<file path="config.mk">
export PLATFORM = sky130hd
export DESIGN_NAME = sum_accum_stage
export DESIGN_NICKNAME = d
export VERILOG_FILES = /design/src/rtl/sum_accum_stage.sv
export SDC_FILE = /design/constraint.sdc
export NUM_CORES = 1
export LEC_CHECK = 0
export ABC_AREA = 1
export CELL_PAD_IN_SITES_DETAIL_PLACEMENT = 0
export CELL_PAD_IN_SITES_GLOBAL_PLACEMENT = 2
export CORE_MARGIN = 5
export CORE_UTILIZATION = 36
export DETAILED_ROUTE_END_ITERATION = 12
export GPL_TIMING_DRIVEN = 0
export PLACE_DENSITY_LB_ADDON = 0.25
export SETUP_SLACK_MARGIN = 0.2
export SLEW_MARGIN = 20
export SYNTH_ARGS = -nofsm -noshare
export SYNTH_HDL_FRONTEND = slang
export SYNTH_SLANG_ARGS = --single-unit
export TNS_END_PERCENT = 100
</file>
<file path="constraint.sdc">
create_clock -name clk -period 7.4 [get_ports clk]
set_input_delay 0.74 -clock clk [delete_from_list [all_inputs] [get_ports clk]]
set_output_delay 0.74 -clock clk [all_outputs]
set_load 0.05 [all_outputs]
</file>
<file path="src/rtl/sum_accum_stage.sv">
// Burst accumulator behind a small input FIFO: sums BURST_LEN 17-bit samples and
// presents the total with a valid/ready handshake. Define SUM_ACCUM_SAT_EN to saturate instead of wrap.
module sum_accum_stage #(
    parameter int WIDTH      = 32,
    parameter int ACC_W      = 20,
    parameter int BURST_LEN  = 16,
    parameter int FIFO_DEPTH = 4
) (
    input  logic             clk,
    input  logic             rst,
    input  logic             in_valid,
    output logic             in_ready,
    input  logic [WIDTH-1:0] sum_in,
    input  logic             cout_in,
    input  logic             acc_clear,
    output logic             out_valid,
    input  logic             out_ready,
    output logic [ACC_W-1:0] acc_out,
    output logic [7:0]       acc_count,
    output logic             overflow,
    output logic [0:0]       state_o
);

    localparam int PTR_W = $clog2(FIFO_DEPTH);
    localparam logic [0:0] ST_ACCUM = 1'b0;
    localparam logic [0:0] ST_DONE  = 1'b1;

    // Handshakes: a transfer happens on a rising edge where valid and ready are both high.
    // in_ready depends only on FIFO occupancy; out_valid is high exactly in DONE.

    logic [16:0]      mem_q [FIFO_DEPTH];
    logic [PTR_W-1:0] wr_ptr_q, rd_ptr_q;
    logic [PTR_W:0]   fill_q, fill_d;
    logic [0:0]       state_q, state_d;
    logic [ACC_W-1:0] acc_q, acc_d, acc_add;
    logic [7:0]       count_q, count_d;
    logic             ovf_q, ovf_d;

    logic             push, pop, add_ovf;
    logic [16:0]      sample, head;
    logic [ACC_W:0]   sum_ext;
    logic             unused_sum_hi;

    assign unused_sum_hi = ^sum_in[WIDTH-1:16];
    assign sample        = {cout_in, sum_in[15:0]};
    assign head          = mem_q[rd_ptr_q];

    assign in_ready  = (fill_q != (PTR_W+1)'(FIFO_DEPTH));
    assign push      = in_valid && in_ready;
    // No pop while clearing, so the entry at the head survives an abort.
    assign pop       = (state_q == ST_ACCUM) && (fill_q != '0) && !acc_clear;

    assign sum_ext = {1'b0, acc_q} + {{(ACC_W-16){1'b0}}, head};
    assign add_ovf = sum_ext[ACC_W];

`ifdef SUM_ACCUM_SAT_EN
    assign acc_add = add_ovf ? {ACC_W{1'b1}} : sum_ext[ACC_W-1:0];
`else
    assign acc_add = sum_ext[ACC_W-1:0];
`endif

    always_comb begin
        fill_d = fill_q;
        case ({push, pop})
            2'b10:   fill_d = fill_q + (PTR_W+1)'(1);
            2'b01:   fill_d = fill_q - (PTR_W+1)'(1);
            default: fill_d = fill_q;
        endcase
    end

    always_comb begin
        state_d = state_q;
        acc_d   = acc_q;
        count_d = count_q;
        ovf_d   = ovf_q;
        if (acc_clear) begin
            state_d = ST_ACCUM;
            acc_d   = '0;
            count_d = '0;
            ovf_d   = 1'b0;
        end else if (state_q == ST_DONE) begin
            if (out_ready) begin
                state_d = ST_ACCUM;
                acc_d   = '0;
                count_d = '0;
                ovf_d   = 1'b0;
            end
        end else if (pop) begin
            acc_d   = acc_add;
            count_d = count_q + 8'd1;
            ovf_d   = ovf_q | add_ovf;
            if (count_q + 8'd1 == 8'(BURST_LEN)) begin
                state_d = ST_DONE;
            end
        end
    end

    always_ff @(posedge clk) begin
        if (!rst) begin
            wr_ptr_q <= '0;
            rd_ptr_q <= '0;
            fill_q   <= '0;
            state_q  <= ST_ACCUM;
            acc_q    <= '0;
            count_q  <= '0;
            ovf_q    <= 1'b0;
        end else begin
            if (push) begin
                wr_ptr_q <= wr_ptr_q + PTR_W'(1);
            end
            if (pop) begin
                rd_ptr_q <= rd_ptr_q + PTR_W'(1);
            end
            fill_q  <= fill_d;
            state_q <= state_d;
            acc_q   <= acc_d;
            count_q <= count_d;
            ovf_q   <= ovf_d;
        end
    end

    always_ff @(posedge clk) begin
        if (push) begin
            mem_q[wr_ptr_q] <= sample;
        end
    end

    assign out_valid = (state_q == ST_DONE);
    assign acc_out   = acc_q;
    assign acc_count = count_q;
    assign overflow  = ovf_q;
    assign state_o   = state_q;

endmodule

</file>
# After elaboration in Yosys (flattened, before gate mapping)
# Memories as Yosys holds them, arrays and structs flattened. A register that Yosys moved wholly into a read port is not among the register bits.
# Cells that the tools add are included.
dict set report word_totals {
  reg_bits 37
  ramBits 68
  inputBits 38
  out_inout_bits 32
  mem_count 1
}
# name depth width rd rd_clocked_by_memory_dff wr line
set memory_table {}
lappend memory_table {mem_q 4 17 1 1 1 31} ;# logic [16:0] mem_q [FIFO_DEPTH];
dict set report op_classes {
  add_sub_neg 6
  n_eq_ne 5
  n_mux 18
  bitwise_logic 3
  reduce_logical 9
}
# op n
set ops {}
lappend ops {{two-way mux 20 bit} 3}
lappend ops {{two-way mux 8 bit} 3}
lappend ops {{adder 20 x 17 -> 21 bit} 1}
lappend ops {{two-way mux 1 bit} 9}
lappend ops {{adder 8 x 1 -> 8 bit, second input constant} 1}
lappend ops {{equality test 8 x 5 -> 1 bit, second input constant} 1}
lappend ops {{one-hot mux 3 bit (2 select lines)} 1}
lappend ops {{adder 2 x 1 -> 2 bit, second input constant} 2}
lappend ops {{two-way mux 2 bit} 2}
lappend ops {{nonzero test 2 bit} 2}
lappend ops {{adder 3 x 1 -> 3 bit, second input constant} 1}
lappend ops {{logical AND 1 bit} 3}
lappend ops {{inequality test 3 bit, second input constant} 1}
lappend ops {{nonzero test 3 bit} 1}
lappend ops {{subtractor 3 x 1 -> 3 bit, second input constant} 1}
lappend ops {{equality test 2 x 1 -> 1 bit, second input constant} 1}
lappend ops {{equality test 2 bit, second input constant} 1}
lappend ops {{inequality test 2 bit, second input constant} 1}
lappend ops {{inverter 1 bit} 2}
lappend ops {{AND reduction 2 bit} 1}
lappend ops {{OR reduction 2 bit} 1}
lappend ops {{logical NOT 1 bit} 1}
lappend ops {{bitwise OR 1 bit} 1}

# Depth between registers and ports, before layout
# Gate-level depths: netlist of the first run.
dict set report depth {
  depth_word 5
  ltp_mapped 17
  mapped_depth_nobuf 15
}

# Least setup slack after synthesis of the first run
# No wires, ideal clock.
dict set report synth_path {
  path_type {register to register}
  startpoint {register (tool-made name)}
  endpoint {register acc_q[6], in the netlist acc_out[6]}
  setup_time_ps 132
  arrival_time_ps 2244
  path_slack_ps 5024
  path_stages_with_launch 15
  n_path_buf 2
  path_cell_list {dfxtp_1 clkbuf_1 inv_1 clkbuf_1 nor2_1 o22ai_1 ha_1 fa_1 nand2_1 nand2_1 nand3_1 nand2_1 or2_2 nand3_1 a21oi_1}
}
# element line
set synth_rtl {}
lappend synth_rtl {{end signal, assigned} 104} ;# acc_q <= '0;
lappend synth_rtl {{end signal, assigned} 116} ;# acc_q <= acc_d;
lappend synth_rtl {{end, declared} 35} ;# logic [ACC_W-1:0] acc_q, acc_d, acc_add;

==> impl_metrics.ini, run 1 <==
[run_status]
status = finished clean

[synth]
yosys_warnings = 0
syn_inst = 652
synth.avg_cell_area_sq_um = 8.43
seq_area_frac_synth = 0.514
ys_top_cells_by_count = nand2_1 (167), inv_1 (75), nor2_1 (69), edfxtp_1 (68), a21oi_1 (46)
synth-main-ff-cell = edfxtp_1
synth_area_leaders = edfxtp_1 (37%), dfxtp_1 (14%), nand2_1 (11%)
yosysUniqueCellTypes = 35
yosys.area.top_type = edfxtp_1
synth_fp_nets = 716
yosysMostFrequentCell = nand2_1
ys_ff_latch = 107
netlist_area_sq_um = 5490
synth-async-reset-ratio = 0
synth_edf_count = 68
yosysTopAreaCellShare = 0.372

[drt]
wl_met1_um = 6530
drt-wirelength-per-cell_um = 15.4
met2WireLength_um = 6820
drtPass1Iterations = 4
drt_iter0_drc = 265
via_per_inst = 4.82
routed_wl_um = 14100
route.vias.total = 4399
wl_met3_um = 530
drc = 0
ant_nets = 0
highest_layer = met4

[clock_network]
root_buffer = clkbuf_16
clk_pin_slew_ns = 0.08
cts_hold_buf = 0
cts_setup_buffers = 0
clk_path_buf_depth = 2
cts_buffers = 9
h-tree-depth = 3
cts-resized-gates = 0
tritoncts = built
clkLatencyLatePin_ns = 0.35
cts.sinks = 107

[sta]
period_needed_ns = 3.08
fin_setup_tns_ns = 0
rsz0062_at_grt = false
setup_viol = 0
fin_skew_ns = 0.0101
finalHoldViolCount = 0
setup_slack_ns = 4.32
period_share = 0.416
max_slew.worst_pin.slew_ns = 0.599
relSlewSlack = 0.601
slew_violations = 0
fmax_mhz = 325

[floorplanning]
die_h_um = 134
core_area_sq_um = 15100
initial_core_util = 0.364
rows = 45
die_w_um = 134
die-area_sq_um = 17800
ios = 70

[global_routing]
antenna_found_initial = 0
grt_pass1_vias = 4400
overflow = 0
grt_pass1_wl_um = 22700
grt_max_degree = 20
track_usage = 0.163

[placed_design]
dpl.hpwl_um = 10700
io_buffer_count = 53
preCtsSetupSlack_ns = 4.32
gp_congestion = 0.838

[cells_and_area]
area_growth_pct = 21.1
drive_above_1_share = 0.0772
antenna_cells = 0
nets = 784

[setup_path]
path_delay_family = simple AND/OR/NAND/NOR gates
crit_required_ns = 7.62
cpPeakStageDelay_ns = 0.46
crit_type = flip-flop to flip-flop
cp-end-kind = flip-flop
path_cells = clkbuf_1 > inv_1 > clkbuf_1 > nor2_1 > o22ai_1 > ha_1 > fa_1 > nand2_1 > nand2_1 > nand3_1 > nand2_1 > or2_2 > nand3_1 > a21oi_1
reg2reg_depth = 14
worst-path-stages = 14
critPathMostFrequentCell = nand2_1
start_kind = flip-flop
cp_slowest_cell = fa_1
worst-endpoint-arrival_ns = 3.30
crit_path_max_fanout = 10
critPathBufInv = 3

[hold_path]
hold_depth = 2
hp-class = flip-flop to flip-flop

[power_and_ir_drop]
p_leak_nw = 2.71
peakVddDrop_v = 0.000179
power_density_nw_per_um2 = 307

[job]
cap_violations = 0
per-stage QoR:
step / area (sq um) / hold WS [ns] / power, W / instances / utilization
detailed placement: 6320 / 0.469 / 0.00153 / 897 / 0.419
floorplan: 5490 / 0.454 / 0.00128 / 652 / -
finish: 6650 / 0.482 / 0.00204 / 913 / 0.441
CTS: 6650 / 0.488 / 0.00207 / 913 / 0.441
global placement: 6260 / 0.466 / 0.00151 / 893 / 0.415
global route: 6650 / 0.501 / 0.00218 / 913 / 0.441
metal layers:
metal | vias up | global-route usage
li1 | 2287 | -
met1 | 2008 | 0.214
met2 | 87 | 0.279
met3 | 17 | 0.0310
met4 | 0 | 0.0440
met5 | - | 0
power by group:
part,switching (W),internal (W),leakage (nW)
Clock,0.000233,0.000303,0.164
Sequential,0.0000279,0.000697,0.940
Combinational,0.000535,0.000243,1.61
sequential cells by signal, indices dropped and copies added, names as in the netlist, named ones only:
signal     count
wr_ptr_q       2
acc_count      8
out_valid      1
overflow       1
acc_out       20
rd_ptr_q       2
fill_q         3
mem_q         68
path summary, 6_finish.rpt:
check / from / endpoint / slack [ns]
setup / recovery: flip-flop / acc_out[6] / 4.32
hold reg to reg: fill_q[2] / fill_q[2] / 0.48
setup reg to reg: flip-flop / acc_out[6] / 4.32
hold / removal: fill_q[2] / fill_q[2] / 0.48
worst reg2reg max path, delay by kind of cell (launching register included):
family                   cells  cell delay [ns]
AND/OR/NAND/NOR              7             0.91
buffers and inverters        3             0.79
adder cells (fa/ha/maj)      2             0.73
flip-flops                   1             0.33
AO/OA/AOI/OAI                2             0.20
cells in the final DEF, fill, tap and decap left out, types with 4 or more instances in the layout:
cell type,count
edfxtp_1,68
and2_1,4
inv_1,75
inv_2,7
dfxtp_1,39
o21ai_0,43
nand4_1,4
ha_1,24
clkdlybuf4s50_1,53
nor2_1,65
nand2_1,167
clkbuf_16,9
o22ai_1,17
buf_6,5
a21oi_1,46
xor2_1,5
clkbuf_1,10
nand2_2,6
nand3_1,31
nor2_2,7
final cells by class:
class | count | area [sq um]
Clock inverter | 7 | 105
Inverter | 84 | 323
Multi-Input combinational cell | 445 | 2270
Sequential cell | 107 | 2820
Fill cell | 1538 | 8440
Buffer | 16 | 90.1
Clock buffer | 9 | 225
Tap cell | 188 | 235
Timing Repair Buffer | 57 | 583
logic make-up (layout without fill, tap and decap cells):
family          after synthesis  after routing  synth area share
simple gates                302            302             0.233
compound gates              112            112             0.108
flops                       107            107             0.514
buf+inv                     100            173            0.0752
fa+ha+maj                    26             26            0.0619
xor+xnor                      5              5           0.00797
Power figures use the tool's default switching activity.
==> run 2: changes to the inputs <==
- CORE_UTILIZATION: 36 -> 33
- clock period: 7.4 -> 3.1 ns (I/O delays scaled with it)
==> run 2 against run 1 <==
  * Hold slack better by 0.0022 ns
  * Utilization down 3.6 points
  * Cell count grew 3.5%
  * Wire length increased by 0.99%
  * Global-route usage fell by 1.2 points
  * Critical path depth stayed put
  * Largest cell class unchanged
  * Via count is 0.70% lower
==> impl_metrics.ini, run 2 (synthesized netlist as in run 1, its figures left out) <==
[run_status]
status = finished clean

[sta]
setup_viol = 0
slew_violations = 0
period_share = 0.864
fmax_mhz = 374
relSlewSlack = 0.575
rsz0062_at_grt = true
fin_skew_ns = 0.00911
finalHoldViolCount = 0
period_needed_ns = 2.68
timing.hold.ws_ns = 0.484
max_slew.worst_pin.slew_ns = 0.637

[floorplanning]
ios = 70
initial_core_util = 0.334
die_h_um = 139
core_area_sq_um = 16500
die-area_sq_um = 19300
die_w_um = 139
rows = 47

[hold_path]
hold_depth = 2
hp-class = flip-flop to flip-flop

[setup_path]
worst-path-stages = 14
reg2reg_slack_ns = 0.42
worst-endpoint-arrival_ns = 2.91
path_cells = buf_2 > inv_2 > clkbuf_4 > nor2_1 > o22ai_1 > ha_2 > fa_1 > nand2_1 > nand2_1 > nand3_1 > nand2_1 > or2_2 > nand3_1 > a21oi_1
cp-end-kind = flip-flop
cpPeakStageDelay_ns = 0.43
cp_slowest_cell = fa_1
crit_path_max_fanout = 10
crit_type = flip-flop to flip-flop
critPathMostFrequentCell = nand2_1
start_kind = flip-flop
critPathBufInv = 3
path_delay_family = simple AND/OR/NAND/NOR gates
crit_required_ns = 3.33
reg2reg_depth = 14

[clock_network]
clk_path_buf_depth = 2
cts.sinks = 107
root_buffer = clkbuf_16
clk_pin_slew_ns = 0.08
cts_buffers = 9
cts_setup_buffers = 0
cts_hold_buf = 0
clkLatencyLatePin_ns = 0.36
h-tree-depth = 3
tritoncts = built

[drt]
via_per_inst = 4.62
drt-wirelength-per-cell_um = 15.1
drt_iter0_drc = 178
drc = 0
routed_wl_um = 14200
route.vias.total = 4368
ant_nets = 0
drtPass1Iterations = 5

[cells_and_area]
max_flop_register = mem_q
largest_reg_flops = 68
postLayoutCoreUtil = 0.405
final_area_sq_um = 6670
area_growth_pct = 21.3
antenna_cells = 0
final_cell_mix = nand2_1 (166), inv_1 (74), edfxtp_1 (68)
nets = 784
drive_above_1_share = 0.0979
final_common_cell = nand2_1

[placed_design]
place_area_sq_um = 6350
dpl.hpwl_um = 11000
io_buffer_count = 53
gp_congestion = 0.789

[power_and_ir_drop]
peakVddDrop_v = 0.000307
power_density_nw_per_um2 = 706
p_leak_nw = 2.71

[global_routing]
grt_pass1_wl_um = 23000
grt_pass1_vias = 4376
track_usage = 0.152
overflow = 0
grt_max_degree = 19
antenna_found_initial = 0

[job]
cap_violations = 0
## run 2: cell count changes in the layout (fill, tap and decap cells not counted), sizes merged
cell / previous run / this run
inv: 86 / 85
clkinv: 3 / 5
bufinv: 2 / 0
buf: 10 / 11
clkbuf: 19 / 18
clkinvlp: 0 / 1
## run 2: path summary, 6_finish.rpt
| path | startpoint | to |
|---|---|---|
| setup / recovery | flip-flop | acc_out[6] |
| setup reg to reg | flip-flop | acc_out[6] |
| hold reg to reg | overflow | overflow |
| hold / removal | overflow | overflow |
## run 2: tightest hold or removal path, cell delays in order (launching register included)
cell	delay [ns]
dfxtp_1	0.34
a21oi_1	0.04
nor2_1	0.07
## run 2: stage by stage
step / instances / worst slack (ns) / power [W] / TNS, ns
2_1_floorplan: 652 / 0.724 / 0.00305 / 0
3_3_place_gp: 925 / -0.0157 / 0.00362 / -0.0260
3_5_place_dp: 929 / 0.00305 / 0.00365 / 0
4_1_cts: 945 / 0.202 / 0.00476 / 0
5_1_grt: 945 / 0.196 / 0.00507 / 0
6_report: 945 / 0.423 / 0.00471 / 0
## run 2: cell type report
class	instances	area, sq um
plain buffers	16	104
clock buffers	9	225
clock inverters	7	50.0
fillers	1687	9800
inverters	84	323
multi-input cells	445	2290
flip-flops and latches	107	2820
well taps	220	275
repair buffers	57	576
## run 2: report_power, final
| group | switching, W | internal [W] | leakage, nW |
|---|---|---|---|
| sequential | 0.0000664 | 0.00167 | 0.941 |
| combinational | 0.00129 | 0.000600 | 1.63 |
| clock | 0.000539 | 0.000550 | 0.135 |
## run 2: repair_timing
action                     CTS  global route
setup endpoints to repair   12            15
pin swaps                    0             1
gates resized for setup      5            19
## run 2: layer usage
metal | global-route usage | vias to the layer above | wire length [um]
met5 | 0 | - | 0
met4 | 0.0448 | 0 | 176
met3 | 0.0214 | 10 | 399
met2 | 0.264 | 62 | 7020
met1 | 0.196 | 2011 | 6630
li1 | - | 2285 | -
==> run 3: changes to the inputs <==
- CTS_CLUSTER_DIAMETER: unset -> 120
- PLACE_DENSITY_LB_ADDON: 0.25 -> 0.1
==> run 3 against run 2 <==
  * Critical path depth increased by 1
  * Wire length increased by 2.1%
  * Utilization about the same
  * Clock power about the same
  * Cell area increased by 0.11%
  * Die area unchanged
  * Register-to-register slack improved by 0.04 ns
==> impl_metrics.ini, run 3 (synthesized netlist as in run 1, its figures left out) <==
[run_status]
status = finished clean

[floorplanning]
initial_core_util = 0.334
die_h_um = 139
die-area_sq_um = 19300
ios = 70
core_area_sq_um = 16500
rows = 47
die_w_um = 139

[setup_path]
crit_type = flip-flop to flip-flop
worst-path-stages = 15
crit_path_max_fanout = 10
crit_required_ns = 3.35
start_kind = flip-flop
critPathMostFrequentCell = nand2_1
path_delay_family = buffers and inverters
path_cells = inv_1 > clkbuf_2 > o21ai_0 > o22ai_1 > ha_1 > nand2_1 > inv_1 > nand2_1 > nand2_1 > inv_1 > nand2_1 > nand2_1 > nand3_1 > a21oi_1 > nor2_1
reg2reg_depth = 15
cp_slowest_cell = dfxtp_2
worst-endpoint-arrival_ns = 2.88
cp-end-kind = flip-flop
reg2reg_slack_ns = 0.47
cpPeakStageDelay_ns = 0.38
critPathBufInv = 4

[cells_and_area]
final_common_cell = nand2_1
largest_reg_flops = 68
nets = 784
max_flop_register = mem_q
stdcell_count = 945
antenna_cells = 0
drive_above_1_share = 0.0952
final_cell_mix = nand2_1 (167), inv_1 (74), edfxtp_1 (68)
area_growth_pct = 21.5

[sta]
relSlewSlack = 0.601
period_needed_ns = 2.63
slew_violations = 0
setup_viol = 0
rsz0062_at_grt = false
fin_skew_ns = 0.0119
period_share = 0.850
finalHoldViolCount = 0
fmax_mhz = 380
max_slew.worst_pin.slew_ns = 0.599
fin_setup_tns_ns = 0

[clock_network]
root_buffer = clkbuf_16
tritoncts = built
cts.sinks = 107
cts_buffers = 9
h-tree-depth = 3
cts_hold_buf = 0
clk_pin_slew_ns = 0.08
clk_path_buf_depth = 2
clkLatencyLatePin_ns = 0.35

[drt]
routed_wl_um = 14500
drc = 0
ant_nets = 0
drt-wirelength-per-cell_um = 15.4
drt_iter0_drc = 236
via_per_inst = 4.58
drtPass1Iterations = 5
route.vias.total = 4332

[power_and_ir_drop]
power_density_nw_per_um2 = 711
peakVddDrop_v = 0.000316
finalPower_w = 0.00475
p_leak_nw = 2.71

[global_routing]
track_usage = 0.154
grt_pass1_wl_um = 23300
grt_max_degree = 20
grt_pass1_vias = 4356
overflow = 0
antenna_found_initial = 0

[job]
cap_violations = 0

[hold_path]
hold_depth = 2
min_from = fill_q[2]
hp-class = flip-flop to flip-flop

[placed_design]
dp.cells = 929
gp_congestion = 0.810
dpl.hpwl_um = 11300
io_buffer_count = 53
run 3: routing by layer:
| metal | GRT usage | wire length, um |
|---|---|---|
| met5 | 0 | 0 |
| met2 | 0.265 | 7180 |
| met3 | 0.0259 | 402 |
| met1 | 0.203 | 6810 |
| met4 | 0.0340 | 138 |
run 3: final timing paths:
| check | end |
|---|---|
| worst max-delay path | acc_out[19] |
| worst min-delay path | fill_q[2] |
| worst max register to register | acc_out[19] |
| worst min register to register | fill_q[2] |
run 3: layout make-up:
class / instances / area (sq um)
buffer: 16 / 104
clock buffer: 10 / 229
clock inverter: 6 / 55.1
fill: 1662 / 9790
inverter: 84 / 323
multi-input combinational: 445 / 2280
sequential: 107 / 2820
tap: 220 / 275
timing repair buffer: 57 / 583
run 3: timing repair:
action / in CTS / in global routing
resized for setup: 4 / 18
setup buffers: 0 / 0
endpoints found under the setup margin: 12 / 16
run 3: stage by stage:
stage          setup slack [ns]  instance area [sq um]  utilization  hold slack [ns]
6_report                  0.466                   6670        0.405            0.482
2_1_floorplan             0.724                   5490            -            0.409
3_5_place_dp             0.0148                   6360        0.386            0.471
5_1_grt                   0.217                   6670        0.405            0.517
4_1_cts                   0.207                   6650        0.404            0.482
3_3_place_gp           -0.00491                   6300        0.383            0.465
run 3: where the power goes:
part / switching (W) / total, W / internal [W]
clock: 0.000558 / 0.00112 / 0.000564
combinational: 0.00130 / 0.00189 / 0.000599
sequential: 0.0000656 / 0.00173 / 0.00166
run 3: worst min-delay path: stages (launching register included):
cell	delay, ns
dfxtp_1	0.32
inv_2	0.07
a21oi_1	0.05
